$ cat config.mk
export PLATFORM = sky130hd
export DESIGN_NAME = qbus_master_flat
export DESIGN_NICKNAME = d
export VERILOG_FILES = /design/src/rtl/qbus_pkg.sv /design/src/rtl/qbus_if.sv /design/src/rtl/qbus_sync.sv /design/src/rtl/qbus_master.sv /design/src/flat_wrapper.sv
export SDC_FILE = /design/constraint.sdc
export NUM_CORES = 1
export LEC_CHECK = 0
export BUFFER_PORTS_ARGS = -buffer_cell sky130_fd_sc_hd__buf_2
export CORE_MARGIN = 3
export CORE_UTILIZATION = 50
export CTS_CLUSTER_SIZE = 12
export DETAILED_ROUTE_END_ITERATION = 8
export HOLD_SLACK_MARGIN = 0.15
export PLACE_DENSITY = 0.77
export SLEW_MARGIN = 5
export SYNTH_ARGS = -nofsm -noshare
export SYNTH_HDL_FRONTEND = slang
export SYNTH_SLANG_ARGS = --single-unit
$ cat constraint.sdc
create_clock -name CLK -period 3.05 [get_ports CLK]
set_input_delay 0.305 -clock CLK [delete_from_list [all_inputs] [get_ports CLK]]
set_output_delay 0.305 -clock CLK [all_outputs]
set_load 0.03 [all_outputs]
$ cat src/rtl/qbus_pkg.sv
// Shared definitions for the Q-bus initiator: cycle codes, FSM encoding,
// bus widths and small decode helpers.
package qbus_pkg;

  localparam int TMO_W = 16;
  localparam int VEC_W = 16;

  localparam logic [1:0] OP_READ  = 2'b00;
  localparam logic [1:0] OP_WRITE = 2'b01;
  localparam logic [1:0] OP_IAK   = 2'b10;
  localparam logic [1:0] OP_RSVD  = 2'b11;

  localparam logic [2:0] IOPAGE_HI_DEF = 3'b111;

  localparam logic [2:0] ST_IDLE  = 3'd0;
  localparam logic [2:0] ST_ADDR  = 3'd1;
  localparam logic [2:0] ST_SYNC  = 3'd2;
  localparam logic [2:0] ST_STRB  = 3'd3;
  localparam logic [2:0] ST_LATCH = 3'd4;
  localparam logic [2:0] ST_REL   = 3'd5;
  localparam logic [2:0] ST_TERR  = 3'd6;
  localparam logic [2:0] ST_END   = 3'd7;

  // The reserved code runs as an ordinary read.
  function automatic logic [1:0] op_norm(input logic [1:0] op);
    return (op == OP_RSVD) ? OP_READ : op;
  endfunction

  function automatic logic bs_select(input logic [VEC_W-1:0] addr,
                                     input logic [1:0] op,
                                     input logic [2:0] page);
    return (addr[VEC_W-1:VEC_W-3] == page) && (op != OP_IAK);
  endfunction

endpackage

$ cat src/rtl/qbus_if.sv
// Core request/acknowledge port plus the Q-bus pad signals, seen from the
// initiator (master) and from the core/pad side (slave).
interface qbus_if;
  import qbus_pkg::*;

  logic             req;
  logic [1:0]       op;
  logic [VEC_W-1:0] addr;
  logic [VEC_W-1:0] wdata;
  logic             busy;
  logic             ack;
  logic             err;
  logic [VEC_W-1:0] rdata;
  logic [VEC_W-1:0] nAD_out;
  logic             nAD_oe;
  logic [VEC_W-1:0] nAD_in;
  logic             nSYNC;
  logic             nDIN;
  logic             nDOUT;
  logic             nBS;
  logic             nIAKO;
  logic             nRPLY;

  modport master (
    input  req, op, addr, wdata, nAD_in, nRPLY,
    output busy, ack, err, rdata, nAD_out, nAD_oe,
           nSYNC, nDIN, nDOUT, nBS, nIAKO
  );

  modport slave (
    output req, op, addr, wdata, nAD_in, nRPLY,
    input  busy, ack, err, rdata, nAD_out, nAD_oe,
           nSYNC, nDIN, nDOUT, nBS, nIAKO
  );

endinterface

$ cat src/rtl/qbus_sync.sv
// Two-flop synchronizer for an active-low asynchronous input; the output is
// active high and resets to the inactive level.
module qbus_sync (
  input  logic CLK,
  input  logic RST,
  input  logic level_n,
  output logic level
);

  logic [1:0] ff_r;

  always_ff @(posedge CLK or posedge RST) begin
    if (RST) begin
      ff_r <= 2'b00;
    end else begin
      ff_r <= {ff_r[0], ~level_n};
    end
  end

  assign level = ff_r[1];

endmodule

$ cat src/rtl/qbus_master.sv
// Q-bus initiator: turns a core request into a DATI/DATO/IAK handshake on the
// inverted multiplexed nAD bus, with a per-edge reply timeout.
module qbus_master
  import qbus_pkg::*;
#(
  parameter int         TMO_CYC   = 64,
  parameter logic [2:0] IOPAGE_HI = IOPAGE_HI_DEF
) (
  input logic    CLK,
  input logic    RST,
  qbus_if.master bus
);

  localparam logic [TMO_W-1:0] TMO_LAST = TMO_W'(TMO_CYC - 1);

  logic [2:0]       state_r, state_nx_s;
  logic [1:0]       op_r, op_v_s;
  logic [VEC_W-1:0] addr_r, addr_v_s, wdata_r, wdata_v_s;
  logic [TMO_W-1:0] cnt_r;
  logic             err_r;
  logic [VEC_W-1:0] rdata_r;
  logic             rply_s, bs_sel_s;

  logic nsync_r, ndin_r, ndout_r, nbs_r, niako_r, oe_r, busy_r, ack_r;
  logic nsync_nx_s, ndin_nx_s, ndout_nx_s, nbs_nx_s, niako_nx_s, oe_nx_s, busy_nx_s, ack_nx_s;
  logic [VEC_W-1:0] nad_r, nad_nx_s;

  qbus_sync u_rply_sync (.CLK(CLK), .RST(RST), .level_n(bus.nRPLY), .level(rply_s));

  // Outputs are decoded from the next state and registered, so in IDLE the
  // request fields are taken straight from the port.
  assign op_v_s    = (state_r == ST_IDLE) ? op_norm(bus.op) : op_r;
  assign addr_v_s  = (state_r == ST_IDLE) ? bus.addr  : addr_r;
  assign wdata_v_s = (state_r == ST_IDLE) ? bus.wdata : wdata_r;
  assign bs_sel_s  = bs_select(addr_v_s, op_v_s, IOPAGE_HI);

  always_ff @(posedge CLK or posedge RST) begin
    if (RST) begin
      state_r <= ST_IDLE;
      nsync_r <= 1'b1;
      ndin_r  <= 1'b1;
      ndout_r <= 1'b1;
      nbs_r   <= 1'b1;
      niako_r <= 1'b1;
      oe_r    <= 1'b0;
      nad_r   <= 16'hFFFF;
      busy_r  <= 1'b0;
      ack_r   <= 1'b0;
    end else begin
      state_r <= state_nx_s;
      nsync_r <= nsync_nx_s;
      ndin_r  <= ndin_nx_s;
      ndout_r <= ndout_nx_s;
      nbs_r   <= nbs_nx_s;
      niako_r <= niako_nx_s;
      oe_r    <= oe_nx_s;
      nad_r   <= nad_nx_s;
      busy_r  <= busy_nx_s;
      ack_r   <= ack_nx_s;
    end
  end

  always_comb begin
    state_nx_s = state_r;
    case (state_r)
      ST_IDLE:  if (bus.req) state_nx_s = ST_ADDR; else state_nx_s = ST_IDLE;
      ST_ADDR:  state_nx_s = ST_SYNC;
      ST_SYNC:  state_nx_s = ST_STRB;
      ST_STRB: begin
        if (rply_s)                  state_nx_s = ST_LATCH;
        else if (cnt_r == TMO_LAST)  state_nx_s = ST_TERR;
        else                         state_nx_s = ST_STRB;
      end
      ST_LATCH: state_nx_s = ST_REL;
      ST_REL: begin
        if (!rply_s)                 state_nx_s = ST_END;
        else if (cnt_r == TMO_LAST)  state_nx_s = ST_TERR;
        else                         state_nx_s = ST_REL;
      end
      ST_TERR:  state_nx_s = ST_END;
      ST_END:   state_nx_s = ST_IDLE;
      default:  state_nx_s = ST_IDLE;
    endcase
  end

  always_comb begin
    nsync_nx_s = 1'b1;
    ndin_nx_s  = 1'b1;
    ndout_nx_s = 1'b1;
    nbs_nx_s   = 1'b1;
    niako_nx_s = 1'b1;
    oe_nx_s    = 1'b0;
    nad_nx_s   = 16'hFFFF;
    busy_nx_s  = 1'b0;
    ack_nx_s   = 1'b0;
    case (state_nx_s)
      ST_IDLE: busy_nx_s = 1'b0;
      ST_ADDR: begin
        busy_nx_s = 1'b1;
        nbs_nx_s  = ~bs_sel_s;
        nad_nx_s  = ~addr_v_s;
        if (op_v_s == OP_IAK) oe_nx_s = 1'b0; else oe_nx_s = 1'b1;
      end
      ST_SYNC, ST_STRB, ST_LATCH, ST_REL: begin
        busy_nx_s  = 1'b1;
        nbs_nx_s   = ~bs_sel_s;
        nsync_nx_s = ~((state_nx_s == ST_SYNC) || (state_nx_s == ST_STRB));
        if (op_v_s == OP_WRITE) begin
          oe_nx_s    = 1'b1;
          nad_nx_s   = ~wdata_v_s;
          ndout_nx_s = ~(state_nx_s == ST_STRB);
        end else begin
          oe_nx_s    = 1'b0;
          nad_nx_s   = 16'hFFFF;
          ndin_nx_s  = ~(state_nx_s == ST_STRB);
          niako_nx_s = ~((state_nx_s == ST_STRB) && (op_v_s == OP_IAK));
        end
      end
      ST_TERR: busy_nx_s = 1'b1;
      ST_END:  ack_nx_s  = 1'b1;
      default: busy_nx_s = 1'b0;
    endcase
  end

  // Request latch, per-edge timeout counter, error flag and read data.
  always_ff @(posedge CLK or posedge RST) begin
    if (RST) begin
      op_r    <= OP_READ;
      addr_r  <= 16'h0000;
      wdata_r <= 16'h0000;
      cnt_r   <= 16'h0000;
      err_r   <= 1'b0;
      rdata_r <= 16'h0000;
    end else begin
      if ((state_r == ST_IDLE) && bus.req) begin
        op_r    <= op_norm(bus.op);
        addr_r  <= bus.addr;
        wdata_r <= bus.wdata;
      end
      if (state_nx_s != state_r) begin
        cnt_r <= 16'h0000;
      end else if ((state_r == ST_STRB) || (state_r == ST_REL)) begin
        cnt_r <= cnt_r + 16'd1;
      end
      if ((state_r == ST_IDLE) && bus.req) begin
        err_r <= 1'b0;
      end else if (state_nx_s == ST_TERR) begin
        err_r <= 1'b1;
      end
      // Sample while nDIN is still asserted, on the edge that leaves STRB.
      if ((state_r == ST_STRB) && rply_s && (op_r != OP_WRITE)) begin
        rdata_r <= ~bus.nAD_in;
      end
    end
  end

  assign bus.nSYNC   = nsync_r;
  assign bus.nDIN    = ndin_r;
  assign bus.nDOUT   = ndout_r;
  assign bus.nBS     = nbs_r;
  assign bus.nIAKO   = niako_r;
  assign bus.nAD_oe  = oe_r;
  assign bus.nAD_out = nad_r;
  assign bus.busy    = busy_r;
  assign bus.ack     = ack_r;
  assign bus.err     = err_r;
  assign bus.rdata   = rdata_r;

endmodule

$ cat src/flat_wrapper.sv
// flat-port wrapper written by rule: the top's interface ports become plain ports
module qbus_master_flat import qbus_pkg::*;
#(
  parameter int         TMO_CYC   = 64,
  parameter logic [2:0] IOPAGE_HI = IOPAGE_HI_DEF
)
  (CLK, RST, bus_req, bus_op, bus_addr, bus_wdata, bus_nAD_in, bus_nRPLY, bus_busy, bus_ack, bus_err, bus_rdata, bus_nAD_out, bus_nAD_oe, bus_nSYNC, bus_nDIN, bus_nDOUT, bus_nBS, bus_nIAKO);
  qbus_if bus_i ();
  input logic CLK;
  input logic RST;
  input wire logic [$bits(bus_i.req)-1:0] bus_req;
  input wire logic [$bits(bus_i.op)-1:0] bus_op;
  input wire logic [$bits(bus_i.addr)-1:0] bus_addr;
  input wire logic [$bits(bus_i.wdata)-1:0] bus_wdata;
  input wire logic [$bits(bus_i.nAD_in)-1:0] bus_nAD_in;
  input wire logic [$bits(bus_i.nRPLY)-1:0] bus_nRPLY;
  output wire logic [$bits(bus_i.busy)-1:0] bus_busy;
  output wire logic [$bits(bus_i.ack)-1:0] bus_ack;
  output wire logic [$bits(bus_i.err)-1:0] bus_err;
  output wire logic [$bits(bus_i.rdata)-1:0] bus_rdata;
  output wire logic [$bits(bus_i.nAD_out)-1:0] bus_nAD_out;
  output wire logic [$bits(bus_i.nAD_oe)-1:0] bus_nAD_oe;
  output wire logic [$bits(bus_i.nSYNC)-1:0] bus_nSYNC;
  output wire logic [$bits(bus_i.nDIN)-1:0] bus_nDIN;
  output wire logic [$bits(bus_i.nDOUT)-1:0] bus_nDOUT;
  output wire logic [$bits(bus_i.nBS)-1:0] bus_nBS;
  output wire logic [$bits(bus_i.nIAKO)-1:0] bus_nIAKO;
  assign bus_i.req = bus_req;
  assign bus_i.op = bus_op;
  assign bus_i.addr = bus_addr;
  assign bus_i.wdata = bus_wdata;
  assign bus_i.nAD_in = bus_nAD_in;
  assign bus_i.nRPLY = bus_nRPLY;
  assign bus_busy = bus_i.busy;
  assign bus_ack = bus_i.ack;
  assign bus_err = bus_i.err;
  assign bus_rdata = bus_i.rdata;
  assign bus_nAD_out = bus_i.nAD_out;
  assign bus_nAD_oe = bus_i.nAD_oe;
  assign bus_nSYNC = bus_i.nSYNC;
  assign bus_nDIN = bus_i.nDIN;
  assign bus_nDOUT = bus_i.nDOUT;
  assign bus_nBS = bus_i.nBS;
  assign bus_nIAKO = bus_i.nIAKO;
  qbus_master #(.TMO_CYC(TMO_CYC), .IOPAGE_HI(IOPAGE_HI)) u_core (.CLK(CLK), .RST(RST), .bus(bus_i));
endmodule
== Yosys cells after proc, flatten, opt, wreduce, memory -nomap -nowiden ==
Index checks and enable logic that the tools add are counted.
W data, S select, Z words.

* Bits of input ports: 54
* Output and inout port bits: 41
* Flip-flop bits (word level): 96
* Logic and storage cells: 90

* $add $sub $neg: 1
* Eq/ne operators: 22
* Bitwise logic cells: 8
* Muxes and demuxes: 29
* Reduce and logical (&&, ||, !) cells: 13

{| class="wikitable"
|+ Operators with widths
! kind !! count
|-
| $mux W16 || 5
|-
| $not A16 Y16 || 3
|-
| $pmux W16 S2 || 1
|-
| $eq A3 B3 Y1 const B || 9
|-
| $pmux W3 S8 || 1
|-
| $add A16 B1 Y16 const B || 1
|-
| $eq A16 B6 Y1 const B || 1
|-
| $mux W1 || 15
|-
| $eq A3 B2 Y1 const B || 4
|-
| $mux W3 || 3
|-
| $eq A3 B1 Y1 const B || 2
|-
| $mux W2 || 3
|-
| $reduce_or A6 Y1 || 1
|-
| $logic_and A1 B1 Y1 || 5
|-
| $not A1 Y1 || 5
|-
| $reduce_or A5 Y1 || 1
|-
| $eq A2 B2 Y1 const B || 2
|-
| $reduce_bool A2 Y1 || 2
|-
| $reduce_or A4 Y1 || 1
|-
| $logic_not A3 Y1 || 1
|-
| $ne A3 B3 Y1 || 1
|-
| $eq A2 B1 Y1 const B || 1
|-
| $logic_or A1 B1 Y1 || 2
|-
| $ne A2 B1 Y1 const B || 1
|-
| 2 further kinds || 2
|}

== Longest topological paths before layout ==
* Word-level depth: 9
* Gate-level depth with buffers: 7
* Gate-level depth less buffers: 5

== Hierarchy ==
Synthesis repeated with hierarchy kept, for this count alone.

* Cells, all modules: 377
* Area total of the unflattened synthesis: 3637.2 um2

{| class="wikitable"
|+ Modules (own cells, without submodules)
! module !! sequential area each (um2) !! cells each !! area each (um2) !! times used
|-
| qbus_master || 2053.2 || 373 || 3579.7 || 1
|-
| qbus_sync || 50.0 || 4 || 57.6 || 1
|}

== Worst setup path before layout ==
Ideal clock, no wire load.

* Path type: reg-to-reg
* From: reg u_core.cnt_r[0]
* To: reg u_core.oe_r (netlist: u_core.bus.nAD_oe)
* Library setup time: 0.078 ns
* Clock period less this slack: 1.899 ns
* Data required time: 2.972 ns
* Path buffers: 2
* Arrival time: 1.821 ns
* Cell stages (with the launch flop): 8
* Setup slack: 1.151 ns
* Cell sequence: dfrtp_1 > ha_1 > nor4bb_1 > and4_1 > buf_2 > a2111oi_4 > buf_2 > o21bai_1

* Cells in the longest elaborated chain, start to end: 7
* Elaborated cells on any way between the ends: 13
* Those cells by class: 6 x eq/ne; 6 x mux; 1 x reduce/logical

{| class="wikitable"
|+ RTL lines
! item !! line !! source
|-
| from (decl) || qbus_master.sv:19 || <nowiki>logic [TMO_W-1:0] cnt_r;</nowiki>
|-
| from (signal assigned) || qbus_master.sv:143 || <nowiki>cnt_r <= cnt_r + 16'd1;</nowiki>
|-
| $eq A16 B6 Y1 * || qbus_master.sv:71, qbus_master.sv:77 ||
|-
| $mux W2 or $mux W3 (tied branches) || qbus_master.sv:77, qbus_master.sv:71 ||
|-
| $mux W3, on equally long branches || qbus_master.sv:76, qbus_master.sv:70 ||
|-
| $pmux W3 S8 * || qbus_master.sv:65 || <nowiki>case (state_r)</nowiki>
|-
| $eq A3 B3 Y1 or $eq A3 B2 Y1 (tied branches) || qbus_master.sv:96 || <nowiki>case (state_nx_s)</nowiki>
|-
| $reduce_or A4 Y1 || qbus_master.sv:96 ||
|-
| $pmux W1 S2 * || qbus_master.sv:96 ||
|-
| net u_core.oe_nx_s || qbus_master.sv:25 || <nowiki>logic nsync_nx_s, ndin_nx_s, ndout_nx_s, nbs_nx_s, niako_nx_s, oe_nx_s, busy_nx_s, ack_nx_s;</nowiki>
|-
| to (signal assigned) || qbus_master.sv:56 || <nowiki>oe_r <= oe_nx_s;</nowiki>
|-
| to (decl) || qbus_master.sv:24 || <nowiki>logic nsync_r, ndin_r, ndout_r, nbs_r, niako_r, oe_r, busy_r, ack_r;</nowiki>
|}

Mark *: on every way through the listed nets, which the timed path passes. The rest lies on a longest branch.
A chain may end at the register's enable or synchronous reset.

== Worst setup path after layout ==
* From: reg u_core.cnt_r[0]
* To: reg u_core.nad_r[7] (netlist: u_core.bus.nAD_out[7])

* Cells in the longest elaborated chain, start to end: 7
* Elaborated cells on any way between the ends: 13
* Those cells by class: 6 x eq/ne; 6 x mux; 1 x reduce/logical

{| class="wikitable"
|+ RTL lines
! item !! line !! source
|-
| $eq A16 B6 Y1 * || qbus_master.sv:71, qbus_master.sv:77 ||
|-
| $mux W2 or $mux W3 (tied branches) || qbus_master.sv:77, qbus_master.sv:71 ||
|-
| $mux W3, on equally long branches || qbus_master.sv:76, qbus_master.sv:70 ||
|-
| $pmux W3 S8 * || qbus_master.sv:65 ||
|-
| $eq A3 B3 Y1 or $eq A3 B2 Y1 (tied branches) || qbus_master.sv:96 ||
|-
| $reduce_or A4 Y1 || qbus_master.sv:96 ||
|-
| $pmux W16 S2 * || qbus_master.sv:96 ||
|-
| net u_core.nad_nx_s[7] || qbus_master.sv:26 || <nowiki>logic [VEC_W-1:0] nad_r, nad_nx_s;</nowiki>
|-
| to (signal assigned) || qbus_master.sv:57 || <nowiki>nad_r <= nad_nx_s;</nowiki>
|-
| to (decl) || qbus_master.sv:26 ||
|}

Marked as above.

==> flow_metrics.py <==
metrics = {
    "yosys": {
        "ys_async_sr_fraction": 1.000,
        "synth_edf_count": 0,
        "synthXorXnorAreaFrac": 0.03453,
        "synth_area_um2": 3515,
        "synth_top_family_by_area": "simple AND/OR/NAND/NOR gates",
        "synth.net_count": 405,
        "synth-seq-area-share": 0.5984,
        "synth_compound_area_frac": 0.1089,
        "ys.flop_type": "dfrtp_1",
        "synthMuxAreaShare": 0.002848,
        "synth_cells": 350,
        "synth-simple-area-share": 0.2200,
        "avgSynthCellArea_um2": 10.04,
        "ys_warn_count": 0,
        "ys_seq_elements": 83,
        "ys_types": 40,
        "synthAdderAreaFrac": 0.003560,
    },
    "setup_path": {
        "reg2reg_from": "u_core.cnt_r[0]",
        "crit_buf_inv": 0,
        "arrival_ns": 2.55,
        "critPathLaunchType": "flop",
        "crit_path_max_fanout": 17,
        "cp_top_family": "compound AO/OA/AOI/OAI gates",
        "crit_path_top_delay_cell": "a2111oi_4",
        "max_stage_delay_ns": 0.87,
        "crit_required_ns": 3.28,
        "worstRegToRegCells": 5,
        "reg2reg_to": "u_core.bus.nAD_out[7]",
        "r2r_slack_ns": 0.73,
        "critPathCaptureType": "flop",
        "path_cells": "ha_1, nor4bb_1, and4_1, a2111oi_4, a21boi_0",
        "path_class": "flop to flop",
    },
    "layout": {
        "final_cell_mix": "buf_2, nand2_1, dfrtp_1",
        "final_common_cell": "buf_2",
        "num_antenna_cells": 0,
        "multi_input_area_um2": 1309,
        "drive_gt1_frac": 0.2869,
        "stdcell_area_um2": 4664,
        "final_cells": 574,
        "fill_cells": 480,
        "fin_nets": 531,
        "synthToLayoutAreaGrowth_pct": 32.72,
        "regArea_um2": 2103,
    },
    "die": {
        "die_w_um": 89.84,
        "rows": 29,
        "die_y_um": 89.84,
        "ios": 95,
        "start_util": 0.5351,
        "design.die.area_um2": 8071,
        "core-area_um2": 6568,
    },
    "min_path": {
        "worstHoldStart": "bus_wdata[15]",
        "hold_class": "primary input to flop",
        "whs_path_depth": 3,
        "holdPathEnd": "u_core.wdata_r[15]",
    },
    "route": {
        "drc": 0,
        "vias": 2964,
        "vias_per_cell": 5.164,
        "drt_iter0_markers": 109,
        "ant_nets": 0,
        "routedWlPerCell_um": 14.46,
        "firstDrtPassIters": 4,
        "postRouteWirelength_mm": 8.302,
    },
    "pwr": {
        "leakagePower_nw": 2.080,
        "power_density_nw_per_um2": 879.2,
        "p_int_mw": 2.502,
        "comb_power_share": 0.354,
        "p_sw_mw": 1.599,
        "p_seq_frac": 0.421,
        "swShare": 0.3899,
        "irDropWorstVdd_uv": 656.9,
        "clock_power_share": 0.225,
    },
    "timing": {
        "worst_pin_slew_ns": 0.9505,
        "tns_ns": 0,
        "max_freq_mhz": 430.4,
        "slew_violations": 0,
        "holdWs_ns": 0.1588,
        "slew-limit-headroom": 0.3663,
        "finalWorstSetupSlack_ns": 0.7264,
        "rsz0062_at_grt": "no",
        "hold_viol": 0,
        "setup_viol": 0,
        "post-route-period-util": 0.7618,
        "fin_skew_ns": 0.009806,
        "fin_crit_ns": 2.324,
    },
    "grt": {
        "gr-total-overflow": 0,
        "grt_max_degree": 84,
        "grt_pass1_vias": 3031,
        "grt_pass1_wl_mm": 14.02,
        "antenna_found_initial": 0,
        "grt_usage": 0.2146,
    },
    "run": {
        "max_cap_violations": 0,
    },
    "place": {
        "dp_cells": 522,
        "postPlaceCellArea_um2": 4069,
        "dp_slack_ns": 0.7462,
        "portBuffers": 94,
        "gp_congestion": 0.9073,
        "dpl.hpwl_mm": 5.211,
    },
    "clocking": {
        "clk_path_buf_depth": 2,
        "clock_sinks": 83,
        "clk_pin_slew_ns": 0.08,
        "cts_resized": 0,
        "numCtsBuffers": 9,
        "cts_max_level": 3,
        "cts_root_buffer": "clkbuf_8",
        "cts_tree": "built",
        "worstSkewPairLatency_ns": 0.34,
    },
    "status": {
        "status": "completed",
    },
}
## through the flow
step / total power, mW / util
floorplan: 2.757 / -
global placement: 3.089 / 0.6195
detailed placement: 3.146 / 0.6195
CTS: 4.116 / 0.7087
global route: 4.369 / 0.7102
finish: 4.101 / 0.7102
## registers in the layout, indices dropped and copies added (netlist names), 2 cells and up
| signal | cells |
|---|---|
| u_core.addr_r | 3 |
| u_core.bus.nAD_out | 16 |
| u_core.bus.rdata | 16 |
| u_core.cnt_r | 16 |
| u_core.op_r | 2 |
| u_core.state_r | 3 |
| u_core.u_rply_sync.ff_r | 2 |
| u_core.wdata_r | 16 |
## timing repair
item / CTS / global route
hold buffers: 35 / 1
endpoints found under the hold margin: 96 / 1
setup buffers: 0 / 0
## cell usage after synthesis (6+ instances only)
cell type | instances | area share
nand4_1 | 8 | 0.014
a21oi_1 | 23 | 0.033
nand3_1 | 8 | 0.011
o21ai_0 | 12 | 0.017
dfstp_2 | 21 | 0.16
nand2_1 | 81 | 0.087
a22oi_1 | 6 | 0.013
xnor2_1 | 9 | 0.022
nor4_1 | 7 | 0.012
clkbuf_1 | 13 | 0.014
a21boi_0 | 7 | 0.015
dfrtp_1 | 62 | 0.44
nor2_1 | 33 | 0.035
## final cells by class
cell class	count	area share
Clock buffer	11	0.02817
Clock inverter	5	0.02226
Inverter	5	0.004292
Multi-Input combinational cell	242	0.2806
Sequential cell	83	0.4509
Tap cell	93	0.02495
Timing Repair Buffer	135	0.1888
## worst min-delay path: stages
cell	delay (ns)
buf_2	0.07
nand2_1	0.04
nand2_1	0.05
## cells by family after synthesis
logic type	count (synthesis)
adders and majority gates	1
xor gates and xnor gates	13
buffers and inverters	25
muxes	1
AOI/OAI and AO/OA	60
and+or+nand+nor	167
DFF	83
## routing by layer
metal / global-route usage / up-vias / wire (µm)
met3: 0.06010 / 19 / 398
li1: - / 1431 / -
met1: 0.2443 / 1448 / 3318
met2: 0.3828 / 66 / 4388
met4: 0.08301 / 0 / 197
met5: 0 / - / 0
## worst max-delay path by stage
stage	slack (ns)	endpoint	cells past startpoint	start
CTS	0.73	u_core.bus.nAD_out[9]	5	u_core.cnt_r[0]
floorplan	0.64	u_core.addr_r[13]	1	RST
global route	0.55	u_core.bus.nAD_out[8]	4	u_core.state_r[0]
detailed placement	0.75	u_core.bus.nAD_out[9]	5	u_core.cnt_r[0]
global placement	0.83	u_core.bus.nAD_out[6]	5	u_core.cnt_r[0]
finish	0.73	u_core.bus.nAD_out[7]	5	u_core.cnt_r[0]
## power by group through the flow
stage	Clock [mW]	Combinational, mW	Sequential, mW
floorplan	0	0.724	2.03
global placement	0	1.36	1.73
detailed placement	0	1.41	1.74
CTS	0.943	1.45	1.72
global route	0.997	1.60	1.78
finish	0.925	1.45	1.72
Power figures use the tool's default switching activity.
